### src/rtl/cronometro_velocista_if.sv
// Signal bundle between the race timer core and its environment:
// gate sensors and clear request in, binary M:SS:tt time and status flags out.
interface cronometro_velocista_if;
  logic       sensor_inicio;
  logic       sensor_fin;
  logic       btn_limpiar;
  logic [3:0] minutos_bin;
  logic [5:0] segundos_bin;
  logic [6:0] centesimas_bin;
  logic       corriendo;
  logic       finalizado;
  logic       desborde;

  modport master (
    output sensor_inicio,
    output sensor_fin,
    output btn_limpiar,
    input  minutos_bin,
    input  segundos_bin,
    input  centesimas_bin,
    input  corriendo,
    input  finalizado,
    input  desborde
  );

  modport slave (
    input  sensor_inicio,
    input  sensor_fin,
    input  btn_limpiar,
    output minutos_bin,
    output segundos_bin,
    output centesimas_bin,
    output corriendo,
    output finalizado,
    output desborde
  );
endinterface

### src/rtl/cronometro_velocista.sv
// Race timer core: synchronises start/finish gate sensors, runs the start/stop FSM and
// counts elapsed time in hundredths up to a saturating 9:59:99.
module cronometro_velocista #(
  parameter int unsigned TICK_DIV = 250000,
  parameter int unsigned MIN_CENT = 50
) (
  input logic                   clk,
  input logic                   rst_n,
  cronometro_velocista_if.slave bus
);

  localparam logic [17:0] PrescMax = 18'(TICK_DIV - 1);
  localparam logic [6:0]  MinCent  = 7'(MIN_CENT);

  typedef enum logic [1:0] {
    StReposo    = 2'd0,
    StCorriendo = 2'd1,
    StDetenido  = 2'd2
  } state_e;

  state_e      state_q, state_d;
  logic [17:0] presc_q, presc_d;
  logic [3:0]  min_q, min_d;
  logic [5:0]  seg_q, seg_d;
  logic [6:0]  cen_q, cen_d;
  logic        desb_q, desb_d;
  logic        corr_q, corr_d;
  logic        fin_q, fin_d;

  logic [1:0]  ini_sync_q, fin_sync_q;
  logic        ini_prev_q, fin_prev_q;
  logic        ini_edge, fin_edge;
  logic        tick, elapsed_ok, at_max;

  // Two-flop synchronisers followed by a previous-value register for rising-edge detection.
  always_ff @(posedge clk or negedge rst_n) begin
    if (!rst_n) begin
      ini_sync_q <= 2'b00;
      fin_sync_q <= 2'b00;
      ini_prev_q <= 1'b0;
      fin_prev_q <= 1'b0;
    end else begin
      ini_sync_q <= {ini_sync_q[0], bus.sensor_inicio};
      fin_sync_q <= {fin_sync_q[0], bus.sensor_fin};
      ini_prev_q <= ini_sync_q[1];
      fin_prev_q <= fin_sync_q[1];
    end
  end

  assign ini_edge = ini_sync_q[1] & ~ini_prev_q;
  assign fin_edge = fin_sync_q[1] & ~fin_prev_q;

  assign tick       = (state_q == StCorriendo) && (presc_q == PrescMax);
  assign elapsed_ok = (min_q != 4'd0) || (seg_q != 6'd0) || (cen_q >= MinCent);
  assign at_max     = (min_q == 4'd9) && (seg_q == 6'd59) && (cen_q == 7'd99);

  always_comb begin
    state_d = state_q;
    presc_d = presc_q;
    min_d   = min_q;
    seg_d   = seg_q;
    cen_d   = cen_q;
    desb_d  = desb_q;

    if (bus.btn_limpiar) begin
      state_d = StReposo;
      presc_d = 18'd0;
      min_d   = 4'd0;
      seg_d   = 6'd0;
      cen_d   = 7'd0;
      desb_d  = 1'b0;
    end else begin
      unique case (state_q)
        StReposo: begin
          // Simultaneous finish edge is simply not looked at here.
          if (ini_edge) begin
            state_d = StCorriendo;
            presc_d = 18'd0;
          end
        end
        StCorriendo: begin
          if (fin_edge && elapsed_ok) begin
            // Finish beats a coincident tick: time shown is the value before this edge.
            state_d = StDetenido;
          end else begin
            presc_d = tick ? 18'd0 : presc_q + 18'd1;
            if (tick) begin
              if (at_max) begin
                desb_d  = 1'b1;
                state_d = StDetenido;
              end else if (cen_q != 7'd99) begin
                cen_d = cen_q + 7'd1;
              end else begin
                cen_d = 7'd0;
                if (seg_q != 6'd59) begin
                  seg_d = seg_q + 6'd1;
                end else begin
                  seg_d = 6'd0;
                  min_d = min_q + 4'd1;
                end
              end
            end
          end
        end
        StDetenido: begin
          state_d = StDetenido;
        end
        default: begin
          state_d = StReposo;
        end
      endcase
    end
  end

  // Status flags are registered from the next state so outputs come straight from flops.
  assign corr_d = (state_d == StCorriendo);
  assign fin_d  = (state_d == StDetenido);

  always_ff @(posedge clk or negedge rst_n) begin
    if (!rst_n) begin
      state_q <= StReposo;
      presc_q <= 18'd0;
      min_q   <= 4'd0;
      seg_q   <= 6'd0;
      cen_q   <= 7'd0;
      desb_q  <= 1'b0;
      corr_q  <= 1'b0;
      fin_q   <= 1'b0;
    end else begin
      state_q <= state_d;
      presc_q <= presc_d;
      min_q   <= min_d;
      seg_q   <= seg_d;
      cen_q   <= cen_d;
      desb_q  <= desb_d;
      corr_q  <= corr_d;
      fin_q   <= fin_d;
    end
  end

  assign bus.minutos_bin    = min_q;
  assign bus.segundos_bin   = seg_q;
  assign bus.centesimas_bin = cen_q;
  assign bus.corriendo      = corr_q;
  assign bus.finalizado     = fin_q;
  assign bus.desborde       = desb_q;

  a_cen_range: assert property (@(posedge clk) disable iff (!rst_n) cen_q <= 7'd99);
  a_seg_range: assert property (@(posedge clk) disable iff (!rst_n) seg_q <= 6'd59);
  a_min_range: assert property (@(posedge clk) disable iff (!rst_n) min_q <= 4'd9);
  a_flags_excl: assert property (@(posedge clk) disable iff (!rst_n) !(corr_q && fin_q));
  a_desb_stop: assert property (@(posedge clk) disable iff (!rst_n) desb_q |-> fin_q);

endmodule

### src/flat_wrapper.sv
// flat-port wrapper written by rule: the top's interface ports become plain ports
module cronometro_velocista_flat 
#(
  parameter int unsigned TICK_DIV = 250000,
  parameter int unsigned MIN_CENT = 50
)
  (clk, rst_n, bus_sensor_inicio, bus_sensor_fin, bus_btn_limpiar, bus_minutos_bin, bus_segundos_bin, bus_centesimas_bin, bus_corriendo, bus_finalizado, bus_desborde);
  cronometro_velocista_if bus_i ();
  input logic clk;
  input logic rst_n;
  input wire logic [$bits(bus_i.sensor_inicio)-1:0] bus_sensor_inicio;
  input wire logic [$bits(bus_i.sensor_fin)-1:0] bus_sensor_fin;
  input wire logic [$bits(bus_i.btn_limpiar)-1:0] bus_btn_limpiar;
  output wire logic [$bits(bus_i.minutos_bin)-1:0] bus_minutos_bin;
  output wire logic [$bits(bus_i.segundos_bin)-1:0] bus_segundos_bin;
  output wire logic [$bits(bus_i.centesimas_bin)-1:0] bus_centesimas_bin;
  output wire logic [$bits(bus_i.corriendo)-1:0] bus_corriendo;
  output wire logic [$bits(bus_i.finalizado)-1:0] bus_finalizado;
  output wire logic [$bits(bus_i.desborde)-1:0] bus_desborde;
  assign bus_i.sensor_inicio = bus_sensor_inicio;
  assign bus_i.sensor_fin = bus_sensor_fin;
  assign bus_i.btn_limpiar = bus_btn_limpiar;
  assign bus_minutos_bin = bus_i.minutos_bin;
  assign bus_segundos_bin = bus_i.segundos_bin;
  assign bus_centesimas_bin = bus_i.centesimas_bin;
  assign bus_corriendo = bus_i.corriendo;
  assign bus_finalizado = bus_i.finalizado;
  assign bus_desborde = bus_i.desborde;
  cronometro_velocista #(.TICK_DIV(TICK_DIV), .MIN_CENT(MIN_CENT)) u_core (.clk(clk), .rst_n(rst_n), .bus(bus_i));
endmodule
### config.mk
export PLATFORM = sky130hd
export DESIGN_NAME = cronometro_velocista_flat
export DESIGN_NICKNAME = d
export VERILOG_FILES = /design/src/rtl/cronometro_velocista_if.sv /design/src/rtl/cronometro_velocista.sv /design/src/flat_wrapper.sv
export SDC_FILE = /design/constraint.sdc
export NUM_CORES = 1
export LEC_CHECK = 0
export ABC_CLOCK_PERIOD_IN_PS = 3100
export BUFFER_PORTS_ARGS = -buffer_cell sky130_fd_sc_hd__clkbuf_2
export CAP_MARGIN = 5
export CELL_PAD_IN_SITES_DETAIL_PLACEMENT = 2
export CELL_PAD_IN_SITES_GLOBAL_PLACEMENT = 2
export CORE_ASPECT_RATIO = 0.7
export CORE_MARGIN = 2
export CORE_UTILIZATION = 39
export CTS_BUF_LIST = sky130_fd_sc_hd__clkbuf_4 sky130_fd_sc_hd__clkbuf_8
export DETAILED_ROUTE_END_ITERATION = 10
export PLACE_DENSITY_LB_ADDON = 0.1
export SYNTH_ARGS = -nofsm -noshare
export SYNTH_HDL_FRONTEND = slang
export SYNTH_SLANG_ARGS = --single-unit
### constraint.sdc
create_clock -name clk -period 3.1 [get_ports clk]
set_input_delay 0.465 -clock clk [delete_from_list [all_inputs] [get_ports clk]]
set_output_delay 0.465 -clock clk [all_outputs]
set_load 0.02 [all_outputs]
## After elaboration in Yosys (flattened, before gate mapping)

Index checks and enable logic that the tools add are counted.

| cells by class | value |
|---|---|
| $lt $le $gt $ge | 1 |
| bitwise gates (word level) | 4 |
| equal/unequal tests | 16 |
| add/subtract/negate cells | 4 |
| multiplexer cells | 36 |
| reduce and logical (&&, ||, !) cells | 18 |

Operators by type and width:

| operator | count |
|---|---|
| 18-bit 2-to-1 mux | 4 |
| 6-bit 2-to-1 mux | 7 |
| 7-bit 2-to-1 mux | 6 |
| 18-bit one-hot mux with 2 select lines | 1 |
| 4-bit 2-to-1 mux | 7 |
| 18-bit by 1-bit adder with 18-bit output (second input constant) | 1 |
| 18-bit equality test (second input constant) | 1 |
| 2-bit 2-to-1 mux | 5 |
| 2-bit != test (second input constant) | 4 |
| 4-bit AND reduction | 2 |
| 7-bit by 1-bit adder with 7-bit output (second input constant) | 1 |
| 7-bit equality test (second input constant) | 1 |
| 7-bit by 6-bit >= comparator with 1-bit output (second input constant) | 1 |
| 7-bit != test (second input constant) | 1 |
| 6-bit by 1-bit adder with 6-bit output (second input constant) | 1 |
| 6-bit equality test (second input constant) | 1 |
| 6-bit != test (second input constant) | 1 |
| 2-bit one-hot mux with 3 select lines | 1 |
| 6-bit AND reduction | 1 |
| 2-bit nonzero test | 3 |
| 6-bit nonzero test | 1 |
| 1-bit 2-to-1 mux | 5 |
| 5-bit AND reduction | 1 |
| 4-bit by 1-bit adder with 4-bit output (second input constant) | 1 |
| other kinds (13) | 21 |

| word-level totals | value |
|---|---|
| word-level logic and storage cells | 91 |
| bits in registers | 46 |
| output and inout port bits | 20 |

## Logic depth before layout (Yosys ltp)

Gate-level depths: netlist (run 1).

| depth | value |
|---|---|
| depth after elaboration | 9 |
| gate-level depth with buffers | 8 |

## Least setup slack after synthesis (run 1)

Ideal clock, no wire load.

| timing | value |
|---|---|
| path type | reg-to-reg |
| start | register u_core.cen_q[0] (netlist: u_core.bus.centesimas_bin[0]) |
| end | register u_core.seg_q[0] (netlist: u_core.bus.segundos_bin[0]) |
| data arrival time | 2.592 ns |
| path slack | 0.380 ns |
| stages on the path, launching flop included | 9 |
| data required time | 2.972 ns |
| period minus slack after synthesis | 2.720 ns |
| cell sequence | dfrtp_1 -> inv_1 -> ha_1 -> nor4_1 -> o22ai_1 -> or4_1 -> buf_2 -> nor3_2 -> mux2_1 |

| on the way | value |
|---|---|
| cells in the longest elaborated chain, start to end | 5 |
| elaborated cells on any way between the ends | 10 |

Ends and longest elaborated chain:

| what | line | text |
|---|---|---|
| start: declaration | cronometro_velocista.sv:25 | `logic [6:0] cen_q, cen_d;` |
| start signal: assignment | cronometro_velocista.sv:134 | `cen_q <= cen_d;` |
| 7-bit by 6-bit >= comparator with 1-bit output | cronometro_velocista.sv:54 | `assign elapsed_ok = (min_q != 4'd0) \|\| (seg_q != 6'd0) \|\| (cen_q >= MinCent);` |
| 1-bit logical OR | cronometro_velocista.sv:54 |  |
| 1-bit logical AND | cronometro_velocista.sv:82 | `if (fin_edge && elapsed_ok) begin` |
| 2-bit != test (no source line) | n/a |  |
| 5-bit AND reduction (no source line) (*) | n/a |  |
| end signal: assignment | cronometro_velocista.sv:133 | `seg_q <= seg_d;` |
| end: declaration | cronometro_velocista.sv:24 | `logic [5:0] seg_q, seg_d;` |

Every way passes the cells marked *; elsewhere a longest branch is shown, timed or not.
A chain may end at the register's enable or synchronous reset.

## Worst setup path after layout (run 1)

| timing | value |
|---|---|
| start | register u_core.presc_q[6] |
| end | register u_core.seg_q[0] (netlist: u_core.bus.segundos_bin[0]) |

| on the way | value |
|---|---|
| cells in the longest elaborated chain, start to end | 4 |

Ends and longest elaborated chain:

| what | line | text |
|---|---|---|
| start: declaration | cronometro_velocista.sv:22 | `logic [17:0] presc_q, presc_d;` |
| start signal: assignment | cronometro_velocista.sv:131 | `presc_q <= presc_d;` |
| 18-bit equality test | cronometro_velocista.sv:53 | `assign tick = (state_q == StCorriendo) && (presc_q == PrescMax);` |
| 1-bit logical AND | cronometro_velocista.sv:53 |  |
| 2-bit nonzero test (no source line) | n/a |  |
| 5-bit AND reduction (no source line) | n/a |  |

No other way between the ends.

==> reports/results.ini, run 1 <==
[outcome]
outcome=finished clean

[synth]
synth_seq_cells=46
syn_nets=301
yosys_warnings=0
yosysTopAreaCellShare_pct=43.0
async_flop_share_pct=100
synth_edf_count=0
syn-mean-instance-area_um2=9.29
synth_cell_types=53
seq_area_frac_synth_pct=43.0
netlist_area_mm2=0.00268
netlist_instances=288
synth_ff_type=dfrtp_1
synth_top_cell_by_area=dfrtp_1
synth_area_leaders=dfrtp_1 43%, a21oi_1 3.7%, ha_1 3.7%, nand3_1 3.4%, a22o_1 2.9%

[job]
drv_cap=0

[die]
io-pin-count=25
start_util_pct=40.0
rows=25
die_area_mm2=0.00755
core_area_mm2=0.00669
die_w_um=103
die_h_um=73.3

[finish]
fill_cells=746
drive_above_1_share_pct=17.0
n_antenna_cell=0
final_cell_mix=46 x dfrtp_1, 24 x clkbuf_2, 21 x nor2_1
final_util_pct=46.6
nets=336
seqCellArea_mm2=0.00115
layout.cells.most_common=dfrtp_1
multi_input_area_mm2=0.00145
syn_to_final_growth_pct=16.7

[placed_design]
portBuffers=24
gp_congestion=0.820
hpwl_um=6360

[setup_path]
regToRegStartpoint=u_core.presc_q[6]$_DFFE_PN0P_
path_cells=or4b_1, or4_4, or4_1, nor3_2, mux2_1
crit_start=u_core.presc_q[6]$_DFFE_PN0P_
r2r_end=u_core.bus.segundos_bin[0]$_DFFE_PN0P_
slowest_stage=or4_1
r2r_cells=5
critPathBufInv=0
path_max_fanout=8
cp.arrival_ps=3040
worstSetupPathType=reg2reg
cp.depth=5
startpoint_type=register
cp-end-kind=register
worstPathRequired_ps=3280
cpPeakStageDelay_ps=620
cp_top_family=simple AND/OR/NAND/NOR gates
r2r_setup_slack_ps=240
critPathCapture=u_core.bus.segundos_bin[0]$_DFFE_PN0P_

[clock_tree]
clock_sinks=46
clk_latency_ps=300
cts_tree=yes
ctsResizeCount=0
cts_buffer_depth=2
htreeDepth=2
cts_root_buffer=clkbuf_8
numCtsBuffers=5
cts_hold_buf=0
clk_pin_slew_worst_paths_ps=90
post-cts-setup-buffers=0

[global_route]
grt_pass1_wl_um=14100
grt_usage_pct=24.5
grt-ovfl-total=0
grt_pass1_vias=2560
grt_max_degree=47
antenna_found_initial=0

[route]
antenna_left=0
num_vias=2594
drt_iter0_drc=108
first_pass_iters=4
via_per_inst=6.21
drc=0
wirelength_um=8660
detail_route.wl_per_cell_um=20.7

[power]
share_comb_of_total_power_pct=6.2
pwr-share-seq_pct=48.9
p_sw_uw=280
p_leak_nw=1.29
max-vdd-ir-drop_mv=0.278
powerDensity_mw_per_mm2=401
swShare_pct=22.4
clockPowerShare_pct=45.0
p_int_uw=972

[timing]
period_share_pct=92.3
worst_pin_slew_ps=874
report.final.slew_viol_count=0
rsz0062_at_grt=false
relSlewSlack_pct=41.5
finalHoldViolCount=0
setup_viol_count_final=0
skew_ps=15.1
min_period_ps=2860
max_freq_mhz=349
tns_ps=0

[min_path]
hold_path.class=in2async

-- registers in the layout (all words and copies together) (netlist names) --
name and flops:
u_core.fin_prev_q 1, u_core.fin_sync_q 2, u_core.bus.finalizado 1, u_core.bus.centesimas_bin 7, u_core.bus.segundos_bin 6, u_core.presc_q 18, u_core.ini_sync_q 2, u_core.bus.minutos_bin 4
u_core.ini_prev_q 1, u_core.state_q 2, u_core.bus.desborde 1, u_core.bus.corriendo 1
-- how the worst min path moves through the flow --
stage                              startpoint                                       end  slack (ps)  cells past startpoint
2_1_floorplan                           rst_n  u_core.bus.centesimas_bin[0]$_DFFE_PN0P_         170                      0
3_3_place_gp   u_core.fin_sync_q[0]$_DFF_PN0_            u_core.fin_sync_q[1]$_DFF_PN0_         340                      0
3_5_place_dp   u_core.fin_sync_q[0]$_DFF_PN0_            u_core.fin_sync_q[1]$_DFF_PN0_         340                      0
4_1_cts                     bus_sensor_inicio            u_core.ini_sync_q[0]$_DFF_PN0_         250                      1
5_1_grt                     bus_sensor_inicio            u_core.ini_sync_q[0]$_DFF_PN0_         250                      1
6_report                                rst_n    u_core.bus.segundos_bin[3]$_DFFE_PN0P_         250                      2
-- power by group through the flow --
stage | combinational [mW] | clock, mW | sequential (mW)
after global routing | 0.0856 | 0.597 | 0.614
final | 0.0770 | 0.563 | 0.612
after detailed placement | 0.0775 | 0 | 0.624
after CTS | 0.0784 | 0.578 | 0.612
after floorplan | 0.0354 | 0 | 0.624
after global placement | 0.0758 | 0 | 0.624
-- metrics by stage --
step           power, mW  area [µm²]  setup slack (ps)  hold WS [ps]  instances
2_1_floorplan      0.659        2680               380           169        288
3_3_place_gp       0.700        2980               340           338        410
3_5_place_dp       0.702        2980               256           339        410
4_1_cts             1.27        3120               241           254        418
5_1_grt             1.30        3120               161           249        418
6_report            1.25        3120               239           251        418
-- worst register-to-register path: cells and delay by family (launching register included) --
kind,cells,cell delay (ps)
DFF,1,470
and+or+nand+nor,4,1920
muxes,1,350
-- cells by family after synthesis --
family                     count (synthesis)  share of synthesized area (%)
and+or+nand+nor                          131                           29.1
muxes                                      4                           1.64
DFF                                       46                           43.0
AOI/OAI and AO/OA                         80                           19.7
adders and majority gates                  8                           3.74
buffers and inverters                     19                           2.71
-- cell type report --
type	count	share of cell area, %
clock buffers	6	2.65
clock inverters	2	1.92
inverters	9	1.08
multi-input cells	223	46.5
flip-flops and latches	46	36.9
well taps	94	3.77
repair buffers	38	7.21
-- per-layer routing --
| layer | part of all wire (%) | wire length (µm) | GRT usage (%) | vias to the layer above |
|---|---|---|---|---|
| li1 | - | - | - | 1189 |
| met1 | 53 | 4630 | 39.3 | 1350 |
| met2 | 42 | 3620 | 34.3 | 51 |
| met3 | 4.4 | 379 | 4.95 | 4 |
| met4 | 0.43 | 37 | 3.51 | 0 |
| met5 | 0 | 0 | 0 | - |
-- synth_stat cells, drive strengths merged, types with 3 or more instances --
library cell   n
a21oi         20
a22o           9
a31o           3
and3           9
clkbuf         9
dfrtp         46
ha             8
inv            8
mux2           3
nand2          9
nand2b         3
nand3         18
nand4         10
nand4b         5
nor2          21
nor2b          8
nor3          12
nor4           8
nor4b          3
o21ai         18
o22ai          3
o31ai          9
or3            6
or4           10
(Power assumes the default switching activity.)
==> inputs of run 2 (changes only) <==
BUFFER_PORTS_ARGS = -buffer_cell sky130_fd_sc_hd__buf_2   (was -buffer_cell sky130_fd_sc_hd__clkbuf_2)
CORE_MARGIN = not set   (was 2)
==> run 2 against run 1 <==
  * Clock power down 15%
  * Via count down 1.1%
  * Sequential share of layout area up 0.66 points
  * Combinational power down 5.8%
  * Setup slack about the same
  * Hold slack worse by 4.3 ps
  * Count of clock-buffer cells in the layout up 1
  * Die area down 4.6%
==> reports/results.ini, run 2 (synthesis gave the netlist of run 1 again) <==
[die]
rows=24  ; was 25
die_area_mm2=0.00720  ; was 0.00755 mm²
start_util_pct=41.6  ; was 40.0%
die_w_um=101  ; was 103 µm
die_h_um=71.3  ; was 73.3 µm
io-pin-count=25  ; unchanged
core_area_mm2=0.00643  ; was 0.00669 mm²

[placed_design]
hpwl_um=6500  ; was 6360 µm
dp_slack_ps=273  ; was 256 ps
gp_congestion=0.811  ; was 0.820
portBuffers=24  ; unchanged

[timing]
skew_ps=7.90  ; was 15.1 ps
min_period_ps=2860  ; about the same
setup_ws_ps=238  ; was 239 ps
report.final.slew_viol_count=0  ; unchanged
max_freq_mhz=349  ; about the same
period_share_pct=92.3  ; about the same
setup_viol_count_final=0  ; unchanged
worst_pin_slew_ps=1100  ; was 874 ps
finalHoldViolCount=0  ; unchanged
relSlewSlack_pct=26.8  ; was 41.5%
rsz0062_at_grt=false  ; unchanged
tns_ps=0  ; unchanged

[clock_tree]
cts_tree=yes  ; unchanged
post-cts-setup-buffers=0  ; unchanged
numCtsBuffers=5  ; unchanged
cts_hold_buf=0  ; unchanged
cts_root_buffer=clkbuf_8  ; unchanged
clk_latency_ps=320  ; was 300 ps
htreeDepth=2  ; unchanged
cts_buffer_depth=2  ; unchanged
clk_pin_slew_worst_paths_ps=90  ; about the same
ctsResizeCount=0  ; unchanged
clock_sinks=46  ; unchanged

[finish]
layout.cells.most_common=dfrtp_1  ; unchanged
nets=333  ; was 336
drive_above_1_share_pct=16.2  ; was 17.0%
final_cell_mix=46 x dfrtp_1, 24 x buf_2, 21 x nor2_1  ; was 46 x dfrtp_1, 24 x clkbuf_2, 21 x nor2_1
largest-register=u_core.presc_q  ; unchanged
largest_register_ffs=18  ; unchanged
n_antenna_cell=0  ; unchanged
syn_to_final_growth_pct=14.6  ; was 16.7%

[route]
drc=0  ; unchanged
num_vias=2566  ; was 2594
drt_iter0_drc=137  ; was 108
antenna_left=0  ; unchanged
first_pass_iters=4  ; unchanged
wirelength_um=8920  ; was 8660 µm
via_per_inst=6.23  ; was 6.21
detail_route.wl_per_cell_um=21.6  ; was 20.7 µm

[power]
p_leak_nw=1.28  ; was 1.29 nW
max-vdd-ir-drop_mv=0.211  ; was 0.278 mV
powerDensity_mw_per_mm2=379  ; was 401 mW/mm²
total_power_mw=1.16  ; was 1.25 mW

[global_route]
grt_pass1_wl_um=14700  ; was 14100 µm
grt-ovfl-total=0  ; unchanged
grt_pass1_vias=2646  ; was 2560
grt_max_degree=47  ; unchanged
grt_usage_pct=27.4  ; was 24.5%
antenna_found_initial=0  ; unchanged

[setup_path]
startpoint_type=register  ; unchanged
worstSetupPathType=reg2reg  ; unchanged
worstPathRequired_ps=3290  ; was 3280 ps
cp-end-kind=register  ; unchanged
cp.arrival_ps=3060  ; was 3040 ps
path_max_fanout=8  ; unchanged

[job]
drv_cap=0  ; unchanged

[outcome]
outcome=finished clean  ; unchanged

[min_path]
hold_path.class=in2reg  ; was in2async

-- run 2: cell count changes in the layout (fill, tap and decap cells not counted) --
| cell | change |
|---|---|
| clkbuf_4 | +2 |
| clkbuf_2 | -24 |
| buf_4 | -3 |
| bufinv_16 | -1 |
| clkbuf_8 | -1 |
| buf_2 | +24 |
-- run 2: where the power goes --
part	switching, mW	total (mW)	internal (mW)
Sequential	0.00555	0.612	0.607
Clock	0.217	0.476	0.259
Combinational	0.0549	0.0725	0.0177
Total	0.277	1.16	0.884
-- run 2: path summary, 6_finish.rpt --
path / start / endpoint / slack, ps / cells past startpoint
setup / recovery: u_core.presc_q[6]$_DFFE_PN0P_ / u_core.bus.segundos_bin[0]$_DFFE_PN0P_ / 240 / 5
hold / removal: bus_sensor_inicio / u_core.ini_sync_q[0]$_DFF_PN0_ / 250 / 1
setup reg to reg: u_core.presc_q[6]$_DFFE_PN0P_ / u_core.bus.segundos_bin[0]$_DFFE_PN0P_ / 240 / 5
hold reg to reg: u_core.ini_sync_q[0]$_DFF_PN0_ / u_core.ini_sync_q[1]$_DFF_PN0_ / 360 / 0
max in group asynchronous: rst_n / u_core.bus.minutos_bin[1]$_DFFE_PN0P_ / 2070 / 1
min in group asynchronous: rst_n / u_core.bus.centesimas_bin[0]$_DFFE_PN0P_ / 360 / 1
-- run 2: critical path, cell delays in order, from the launching register on --
cell and delay (ps):
dfrtp_1 460, or4b_1 560, or4_4 550, or4_1 600, nor3_2 210, mux2_1 350
-- run 2: metrics by stage --
stage / instances / utilization (%) / hold slack [ps] / area [µm²]
2_1_floorplan: 288 / - / 169 / 2680
3_3_place_gp: 404 / 46.0 / 335 / 2950
3_5_place_dp: 404 / 46.0 / 342 / 2950
4_1_cts: 412 / 47.7 / 238 / 3070
5_1_grt: 412 / 47.7 / 232 / 3070
6_report: 412 / 47.7 / 247 / 3070
-- run 2: final cells by class --
class                      count  area, µm²
clock buffer                   7       83.8
timing repair buffer          35        203
clock inverter                 1       30.0
inverter                       9       33.8
fill                         733       3360
sequential                    46       1150
tap                           91        114
multi-input combinational    223       1450
-- run 2: metal layers --
metal	GRT usage, %	up-vias	wire length (µm)
met1	41.9	1320	4550
met3	4.68	7	449
met4	6.12	0	76
met2	40.4	60	3840
met5	0	-	0
li1	-	1179	-
==> inputs of run 3 (changes only) <==
CELL_PAD_IN_SITES_DETAIL_PLACEMENT = 0   (was 2)
==> run 3 against run 2 <==
  * Die area unchanged
  * Register-to-register slack better by 20 ps
  * Critical path depth up 3
  * Sequential power about the same
  * Maximum frequency up 0.76%
  * Via count down 2.6%
  * Global-route usage down 4.8 points
  * Setup slack better by 22 ps
  * Core utilization down 0.29 points
  * Critical endpoint is now u_core.presc_q[0]$_DFFE_PN0P_
  * Largest cell class unchanged
  * Highest routed layer unchanged
==> reports/results.ini, run 3 (synthesis gave the netlist of run 1 again) <==
[outcome]
outcome=finished clean  ; unchanged

[finish]
final_cell_mix=46 x dfrtp_1, 24 x buf_2, 21 x nor2_1  ; unchanged
seqCellArea_mm2=0.00115  ; unchanged
nets=333  ; unchanged
largest-register=u_core.presc_q  ; unchanged
largest_register_ffs=18  ; unchanged
multi_input_area_mm2=0.00145  ; unchanged
syn_to_final_growth_pct=13.9  ; was 14.6%
layout.cells.most_common=dfrtp_1  ; unchanged
n_antenna_cell=0  ; unchanged
layout.cells.non_filler=412  ; unchanged
drive_above_1_share_pct=16.2  ; unchanged
fill_cells=657  ; was 733

[global_route]
grt_max_degree=47  ; unchanged
antenna_found_initial=0  ; unchanged
grt_usage_pct=22.6  ; was 27.4%
grt_pass1_wl_um=12400  ; was 14700 µm
grt_pass1_vias=2317  ; was 2646
grt-ovfl-total=0  ; unchanged

[timing]
skew_ps=8.66  ; was 7.90 ps
rsz0062_at_grt=false  ; unchanged
finalHoldViolCount=0  ; unchanged
setup_viol_count_final=0  ; unchanged
worst_pin_slew_ps=1060  ; was 1100 ps
period_share_pct=91.6  ; was 92.3%
relSlewSlack_pct=29.4  ; was 26.8%
min_period_ps=2840  ; was 2860 ps
tns_ps=0  ; unchanged
report.final.slew_viol_count=0  ; unchanged
max_freq_mhz=352  ; was 349 MHz

[placed_design]
hpwl_um=5260  ; was 6500 µm
dpl.cell_count=404  ; unchanged
portBuffers=24  ; unchanged
gp_congestion=0.811  ; unchanged

[route]
antenna_left=0  ; unchanged
drc=0  ; unchanged
first_pass_iters=5  ; was 4
via_per_inst=6.07  ; was 6.23
wirelength_um=7390  ; was 8920 µm
num_vias=2499  ; was 2566
drt_iter0_drc=133  ; was 137
detail_route.wl_per_cell_um=17.9  ; was 21.6 µm

[min_path]
whs_path_depth=1  ; unchanged
hold_path.class=in2reg  ; unchanged

[clock_tree]
clk_pin_slew_worst_paths_ps=90  ; about the same
ctsResizeCount=0  ; unchanged
htreeDepth=2  ; unchanged
cts_tree=yes  ; unchanged
cts_root_buffer=clkbuf_8  ; unchanged
clk_latency_ps=300  ; was 320 ps
clock_sinks=46  ; unchanged
cts_buffer_depth=2  ; unchanged
post-cts-setup-buffers=0  ; unchanged
cts_hold_buf=0  ; unchanged
numCtsBuffers=5  ; unchanged

[setup_path]
r2r_cells=8  ; was 5
startpoint_type=register  ; unchanged
path_max_fanout=10  ; was 8
worstSetupPathType=reg2reg  ; unchanged
cp.arrival_ps=3090  ; was 3060 ps
cp-end-kind=register  ; unchanged
worstPathRequired_ps=3340  ; was 3290 ps

[power]
p_sw_uw=269  ; was 277 µW
pwr-share-seq_pct=56.5  ; was 52.7%
max-vdd-ir-drop_mv=0.207  ; was 0.211 mV
clockPowerShare_pct=37.1  ; was 41.0%
share_comb_of_total_power_pct=6.4  ; was 6.2%
swShare_pct=24.9  ; was 23.9%
total_power_mw=1.08  ; was 1.16 mW
powerDensity_mw_per_mm2=355  ; was 379 mW/mm²
p_leak_nw=1.27  ; was 1.28 nW
p_int_uw=814  ; was 884 µW

[die]
core_area_mm2=0.00643  ; unchanged
start_util_pct=41.6  ; unchanged
die_w_um=101  ; unchanged
die_area_mm2=0.00720  ; unchanged
io-pin-count=25  ; unchanged
rows=24  ; unchanged
die_h_um=71.3  ; unchanged

[job]
drv_cap=0  ; unchanged

## run 3: cell count changes in the layout (fill, tap and decap cells not counted), sizes merged
cell	previous run	this run
clkinv	1	2
bufinv	1	0
## run 3: cell type report
| type | count | area share (%) |
|---|---|---|
| clock buffer | 7 | 2.96 |
| clock inverter | 1 | 0.164 |
| inverter | 9 | 1.11 |
| multi-input combinational | 223 | 47.6 |
| sequential | 46 | 37.8 |
| tap | 91 | 3.74 |
| timing repair buffer | 35 | 6.65 |
## run 3: worst max-delay path, cell delays in order (launching register included)
cell     delay [ps]
dfrtp_1         460
inv_1           130
ha_1            140
nor4b_1         360
buf_4           210
nand3_1         130
o21a_1          350
nor2_1          710
mux2_2          290
## run 3: path summary, 6_finish.rpt
path | from | endpoint | slack, ps
worst min register to register | u_core.fin_sync_q[0]$_DFF_PN0_ | u_core.fin_sync_q[1]$_DFF_PN0_ | 360
max in group asynchronous | rst_n | u_core.presc_q[2]$_DFFE_PN0P_ | 2090
worst max-delay path | u_core.bus.segundos_bin[0]$_DFFE_PN0P_ | u_core.presc_q[0]$_DFFE_PN0P_ | 260
worst max register to register | u_core.bus.segundos_bin[0]$_DFFE_PN0P_ | u_core.presc_q[0]$_DFFE_PN0P_ | 260
worst min-delay path | bus_sensor_fin | u_core.fin_sync_q[0]$_DFF_PN0_ | 260
min in group asynchronous | rst_n | u_core.bus.centesimas_bin[3]$_DFFE_PN0P_ | 340
## run 3: routing by layer
layer | global-route usage, % | share of wire (%) | vias to the layer above
met2 | 29.7 | 39 | 82
li1 | - | - | 1178
met1 | 37.4 | 55 | 1235
met4 | 4.35 | 0.51 | 0
met5 | 0 | 0 | -
met3 | 4.59 | 5.6 | 4
## run 3: power groups by stage
| stage | combinational [mW] | sequential (mW) | clock, mW |
|---|---|---|---|
| 2_1_floorplan | 0.0354 | 0.624 | 0 |
| 3_3_place_gp | 0.0710 | 0.624 | 0 |
| 3_5_place_dp | 0.0709 | 0.624 | 0 |
| 4_1_cts | 0.0709 | 0.612 | 0.412 |
| 5_1_grt | 0.0789 | 0.613 | 0.441 |
| 6_report | 0.0692 | 0.612 | 0.402 |
## run 3: metrics by stage
| stage | hold WS (ps) | area [µm²] | worst slack, ps | util [%] |
|---|---|---|---|---|
| finish | 260 | 3050 | 260 | 47.4 |
| global route | 249 | 3050 | 124 | 47.4 |
| CTS | 258 | 3050 | 290 | 47.4 |
| detailed placement | 337 | 2950 | 310 | 46.0 |
| global placement | 335 | 2950 | 355 | 46.0 |
| floorplan | 169 | 2680 | 380 | - |
